$ cat src/rtl/reg_bank_pkg.sv
`default_nettype none
// ============================================================================
//  Module      : reg_bank_pkg
//  Description : Shared definitions for the reg_bank register file:
//                - address-width helper
//                - byte-strobed merge used by storage and bypass paths
//                - status record type (currently only the error bit)
//  Revision    : 1.0  initial release
// ============================================================================
package reg_bank_pkg;

    // Widest word the merge helper handles; callers cast to/from this width.
    localparam int MAX_WIDTH = 256;
    localparam int MAX_STRB  = MAX_WIDTH / 8;

    // Status bits captured by the bank; room left for future fields.
    typedef struct packed {
        logic err;
    } status_t;

    // Address width for a given register count.
    function automatic int calc_aw(input int depth);
        return $clog2(depth);
    endfunction

    // Returns old_v with each byte i replaced by new_v's byte i where strb[i]=1.
    function automatic logic [MAX_WIDTH-1:0] bytes_merge(
        input logic [MAX_WIDTH-1:0] old_v,
        input logic [MAX_WIDTH-1:0] new_v,
        input logic [MAX_STRB-1:0]  strb
    );
        logic [MAX_WIDTH-1:0] res;
        res = old_v;
        for (int i = 0; i < MAX_STRB; i++) begin
            if (strb[i]) begin
                res[8*i +: 8] = new_v[8*i +: 8];
            end
        end
        return res;
    endfunction

endpackage
`default_nettype wire

$ cat src/rtl/reg_bank_word.sv
`default_nettype none
// ============================================================================
//  Module      : reg_bank_word
//  Description : One WIDTH-bit storage word with asynchronous reset,
//                synchronous clear (priority over load) and byte-strobed load.
//  Revision    : 1.0  initial release
//
//  Ports
//    clk      in   clock
//    rst      in   asynchronous active-high reset
//    clr_i    in   synchronous clear
//    load_i   in   load enable (already qualified as a legal write)
//    wstrb_i  in   byte strobes
//    wdata_i  in   write data
//    q_o      out  stored word
// ============================================================================
module reg_bank_word
    import reg_bank_pkg::*;
#(
    parameter int WIDTH = 32
) (
    input  logic               clk,
    input  logic               rst,
    input  logic               clr_i,
    input  logic               load_i,
    input  logic [WIDTH/8-1:0] wstrb_i,
    input  logic [WIDTH-1:0]   wdata_i,
    output logic [WIDTH-1:0]   q_o
);

    logic [WIDTH-1:0] word_q;
    logic [WIDTH-1:0] word_d;

    always_comb begin
        word_d = word_q;
        if (clr_i) begin
            word_d = '0;
        end else if (load_i) begin
            word_d = WIDTH'(bytes_merge(MAX_WIDTH'(word_q), MAX_WIDTH'(wdata_i),
                                        MAX_STRB'(wstrb_i)));
        end
    end

    always_ff @(posedge clk or posedge rst) begin
        if (rst) begin
            word_q <= '0;
        end else begin
            word_q <= word_d;
        end
    end

    assign q_o = word_q;

    // Storage behaviour properties.
    a_clr_zero : assert property (@(posedge clk) disable iff (rst)
        clr_i |=> (word_q == '0));

    a_load_merge : assert property (@(posedge clk) disable iff (rst)
        (!clr_i && load_i) |=> (word_q == WIDTH'(bytes_merge(
            MAX_WIDTH'($past(word_q)), MAX_WIDTH'($past(wdata_i)),
            MAX_STRB'($past(wstrb_i))))));

    a_hold : assert property (@(posedge clk) disable iff (rst)
        (!clr_i && !load_i) |=> $stable(word_q));

endmodule
`default_nettype wire

$ cat src/rtl/reg_bank.sv
`default_nettype none
// ============================================================================
//  Module      : reg_bank
//  Description : DEPTH x WIDTH register bank, one byte-strobed write port,
//                two combinational read ports, optional hard-wired zero
//                register, optional write-to-read bypass, registered error
//                pulse on illegal writes.
//  Revision    : 1.0  initial release
//
//  Ports
//    clk      in   clock
//    rst      in   asynchronous active-high reset
//    clr      in   synchronous clear of all registers
//    we       in   write enable
//    waddr    in   write address
//    wstrb    in   byte strobes
//    wdata    in   write data
//    raddr_a  in   read address A
//    rdata_a  out  read data A (combinational)
//    raddr_b  in   read address B
//    rdata_b  out  read data B (combinational)
//    err      out  one-cycle pulse after an illegal write
// ============================================================================
module reg_bank
    import reg_bank_pkg::*;
#(
    parameter int WIDTH    = 32,
    parameter int DEPTH    = 8,
    parameter bit ZERO_REG = 1'b0,
    parameter bit BYPASS   = 1'b0,
    localparam int AW      = calc_aw(DEPTH)
) (
    input  logic               clk,
    input  logic               rst,
    input  logic               clr,
    input  logic               we,
    input  logic [AW-1:0]      waddr,
    input  logic [WIDTH/8-1:0] wstrb,
    input  logic [WIDTH-1:0]   wdata,
    input  logic [AW-1:0]      raddr_a,
    output logic [WIDTH-1:0]   rdata_a,
    input  logic [AW-1:0]      raddr_b,
    output logic [WIDTH-1:0]   rdata_b,
    output logic               err
);

    // One extra bit so DEPTH itself is representable when it is a power of two.
    localparam logic [AW:0] c_DEPTH = (AW+1)'(DEPTH);

    if ((WIDTH % 8) != 0 || WIDTH < 8 || WIDTH > MAX_WIDTH) begin : g_chk_width
        $error("reg_bank: WIDTH must be a multiple of 8 in [8, MAX_WIDTH]");
    end
    if (DEPTH < 2) begin : g_chk_depth
        $error("reg_bank: DEPTH must be at least 2");
    end

    logic [WIDTH-1:0] regs [DEPTH];
    logic [DEPTH-1:0] load;
    logic             waddr_ok;
    logic             wr_valid;
    logic [WIDTH-1:0] wr_old;
    logic [WIDTH-1:0] wr_merged;
    logic [WIDTH-1:0] rd_a;
    logic [WIDTH-1:0] rd_b;
    status_t          status_d;
    status_t          status_q;

    // Write decode. The zero register is never loaded, so its storage stays 0.
    always_comb begin
        waddr_ok = ({1'b0, waddr} < c_DEPTH) && !(ZERO_REG && (waddr == '0));
        wr_valid = we && waddr_ok;
        load     = '0;
        wr_old   = '0;
        for (int k = 0; k < DEPTH; k++) begin
            if (waddr == AW'(k)) begin
                load[k] = wr_valid;
                wr_old  = regs[k];
            end
        end
        wr_merged = WIDTH'(bytes_merge(MAX_WIDTH'(wr_old), MAX_WIDTH'(wdata),
                                       MAX_STRB'(wstrb)));
    end

    for (genvar k = 0; k < DEPTH; k++) begin : g_word
        reg_bank_word #(
            .WIDTH (WIDTH)
        ) u_word (
            .clk     (clk),
            .rst     (rst),
            .clr_i   (clr),
            .load_i  (load[k]),
            .wstrb_i (wstrb),
            .wdata_i (wdata),
            .q_o     (regs[k])
        );
    end

    // Read multiplexers; out-of-range and zero-register addresses read 0.
    always_comb begin
        rd_a = '0;
        rd_b = '0;
        for (int k = 0; k < DEPTH; k++) begin
            if (raddr_a == AW'(k)) begin
                rd_a = regs[k];
            end
            if (raddr_b == AW'(k)) begin
                rd_b = regs[k];
            end
        end
        if (ZERO_REG && (raddr_a == '0)) begin
            rd_a = '0;
        end
        if (ZERO_REG && (raddr_b == '0)) begin
            rd_b = '0;
        end

        // Bypass only forwards writes that will actually land at this edge.
        rdata_a = rd_a;
        rdata_b = rd_b;
        if (BYPASS && wr_valid && !clr) begin
            if (raddr_a == waddr) begin
                rdata_a = wr_merged;
            end
            if (raddr_b == waddr) begin
                rdata_b = wr_merged;
            end
        end
    end

    // Error flag: registered so err has no combinational input path.
    always_comb begin
        status_d     = '0;
        status_d.err = we && !waddr_ok;
    end

    always_ff @(posedge clk or posedge rst) begin
        if (rst) begin
            status_q <= '0;
        end else begin
            status_q <= status_d;
        end
    end

    assign err = status_q.err;

endmodule
`default_nettype wire

$ cat config.mk
export PLATFORM = sky130hd
export DESIGN_NAME = reg_bank
export DESIGN_NICKNAME = d
export VERILOG_FILES = /design/src/rtl/reg_bank_pkg.sv /design/src/rtl/reg_bank_word.sv /design/src/rtl/reg_bank.sv
export SDC_FILE = /design/constraint.sdc
export NUM_CORES = 1
export LEC_CHECK = 0
export ABC_AREA = 1
export BUFFER_PORTS_ARGS = -buffer_cell sky130_fd_sc_hd__buf_2
export CAP_MARGIN = 0
export CORE_AREA = 5 5 173 175
export CTS_BUF_LIST = sky130_fd_sc_hd__clkbuf_8
export CTS_CLUSTER_SIZE = 30
export DETAILED_ROUTE_END_ITERATION = 6
export DIE_AREA = 0 0 178 180
export GPL_TIMING_DRIVEN = 0
export PLACE_DENSITY = 0.69
export SYNTH_ARGS = -nofsm -noshare
export SYNTH_HDL_FRONTEND = slang
export SYNTH_SLANG_ARGS = --single-unit
$ cat constraint.sdc
create_clock -name clk -period 11.3 [get_ports clk]
set_input_delay 2.26 -clock clk [delete_from_list [all_inputs] [get_ports clk]]
set_output_delay 2.26 -clock clk [all_outputs]
set_load 0.05 [all_outputs]
==> metrics <==
outcome finished, violations left; failing checks design-rule violations; fmax 154 MHz; commonest cells after routing, fill and taps aside nand2_1, nand4_1, dfrtp_1, buf_2, o21ai_0; Final Cycle Share 57.6%; vias in the first global route 14,124; min Tclk post-route 6.51 ns; TritonCTS clock tree built; PortBufs 107; total CTS buffers 45; residual overflow from global routing 0; Syn Area/Cell 8.05 um^2; I/O pin count 114; layout cells sized above 1 19.8%; row cnt 62; Synth Area in Compound Gates 12.9%; RSZ-0062 raised after global routing no; clock share of power 36.0%; Seq/Total Area, Yosys 45.4%; global-route wire length before repair 82,500 um; mux contribution to synthesized area 0%; WP data arrival 4.25 ns; largest net degree at the start of global routing 129; Cell variety after synth 27; Switch Pwr 0.826 mW; CP Launch Type input pin; Core Area 28,300 um^2; PwrDens 150 nW/um^2; clk root buf clkbuf_8; Min Hold Slack 0.481 ns; total area of sequential cells 6410 um^2; fin util 56.9%; Worst Skew 0 ns; multi-input combinational cell area 6700 um^2; Synth async-reset ratio 100%; Max Cap Viol 0; fillers 2,677; Sw Ratio 34.2%; commonest non-fill, non-tap cell in the layout nand2_1; Sink Count 256; DRT Pass-1 Iters 7; die outline height 180 um; Sequential Power Share 43.7%; DIE AREA 32,000 um^2; Setup Slack @ Placement 4.85 ns; VDD IR-drop max 0.0926 mV; Synth Instances 1,752; DP HPWL 37,100 um; setup TNS 0 ns; WL final 53,800 um; Max clock buf depth 3; XOR/XNOR Fraction of Synth Area 0%; initial DRC count 1,849; vias per inst 6.30; area delta synth->final 14.2%; final setup fails 0; Hold/Removal Path Class register to register; Hold Fails Final Rpt 0; Worst-Skew Late Latency 0.57 ns; Syn Nets 1,801; Final nets 1,957; ant diodes 0; Least-Margin Pin Slew 1.09 ns; CTS hold repair buffers 0; Setup Fix Bufs, Post-CTS 0; gpl congestion 0.973; largest family of logic cells by synthesized area simple AND/OR/NAND/NOR gates; GRT Overall Usage 32.9%; kind of critical path input pin to output pin; Die Wd 178 um; Main synth FF type dfrtp_1; Crit. End Element output pin; max FFs per register 256; EDFF count, synth 0; power share of the combinational group 20.3%; Slew headroom 27.3%; initial antenna violation count 0; Reg clk slew, reported paths 0.06 ns; internal power 1.59 mW; H-tree depth 2; Routed WL per cell 23.2 um; routed vias 14,652; starting density of the core 49.8%; Final Worst Setup Slack 4.79 ns; worst path required time 9.04 ns; Synth Area in Simple Gates 34.6%; Ys Warns 0; ANT nets after route 0; Synth Cell Area 14,100 um^2; flops & latches, synth 256; fin. max-slew vios 0; DRC viols 12; Synth Area in Adders 0%; P_leak 7.16 nW; Total Power 2.42 mW; largest fanout on the critical path 10; post-CTS sizing 0
==> cell families after synthesis <==
family          Yosys count
buf+inv                 187
flops                   256
compound gates          290
simple gates           1018
other cells               1
==> worst max-delay path: stages <==
cell and delay, ns:
buf_2 0.14, inv_2 0.13, nor3_4 0.28, clkbuf_1 0.84, nand2_1 0.12, nand4_1 0.17, buf_2 0.28
==> final timing paths <==
| kind | from | to | slack (ns) | cells after the start |
|---|---|---|---|---|
| max | raddr_b[0] | rdata_b[11] | 4.79 | 7 |
| min | g_word[4].u_word.q_o[16] | g_word[4].u_word.q_o[16] | 0.48 | 2 |
| max reg2reg | g_word[1].u_word.q_o[10] | g_word[1].u_word.q_o[10] | 10.58 | 2 |
| min reg2reg | g_word[4].u_word.q_o[16] | g_word[4].u_word.q_o[16] | 0.48 | 2 |
| max in group asynchronous | rst | g_word[2].u_word.q_o[17] | 8.88 | 3 |
| min in group asynchronous | rst | g_word[7].u_word.q_o[31] | 1.57 | 2 |
==> final cells by class <==
| cell class | count | area share, % |
|---|---|---|
| plain buffers | 142 | 5.14 |
| clock buffers | 61 | 5.21 |
| clock inverters | 19 | 0.497 |
| inverters | 45 | 1.10 |
| multi-input cells | 1309 | 41.6 |
| flip-flops and latches | 256 | 39.8 |
| well taps | 384 | 2.98 |
| repair buffers | 109 | 3.67 |
==> through the flow <==
stage                     instance area [um^2]  instances
after CTS                                16100       2325
after detailed placement                 15200       2245
after floorplan                          14100       1752
after global routing                     16100       2325
after global placement                   15100       2243
final                                    16100       2325
==> cells in the mapped netlist (2+ instances only) <==
cell type	number	area share, %
nand3_1	67	2.4
buf_2	92	3.3
nor2_1	130	3.5
buf_6	19	1.5
clkbuf_1	20	0.53
nand4_1	317	14
nor2_2	2	0.089
o21ai_0	154	5.5
nor3_4	3	0.35
inv_2	5	0.13
buf_4	10	0.53
nor3_2	3	0.21
a21oi_4	17	2.0
nand2_4	4	0.32
o21ai_1	73	2.6
dfrtp_1	256	45
nor2_4	3	0.24
nand2_1	484	13
o21ai_2	33	2.0
a21oi_2	11	0.68
nor2_8	4	0.57
inv_1	40	1.1
==> power by group through the flow <==
stage | sequential, mW | combinational (mW) | clock (mW)
3_3_place_gp | 1.07 | 0.473 | 0
2_1_floorplan | 1.05 | 0.337 | 0
4_1_cts | 1.05 | 0.484 | 0.877
6_report | 1.06 | 0.490 | 0.871
3_5_place_dp | 1.07 | 0.483 | 0
5_1_grt | 1.06 | 0.521 | 0.920
==> metal layers <==
metal | GRT usage, % | share of wire [%] | routed length [um]
met2 | 49.4 | 44 | 23900
met5 | 0 | 0 | 0
met3 | 7.94 | 11 | 6000
met4 | 16.2 | 5.4 | 2930
met1 | 44.5 | 39 | 21000
Note: power is estimated with default switching activity, not from simulation.
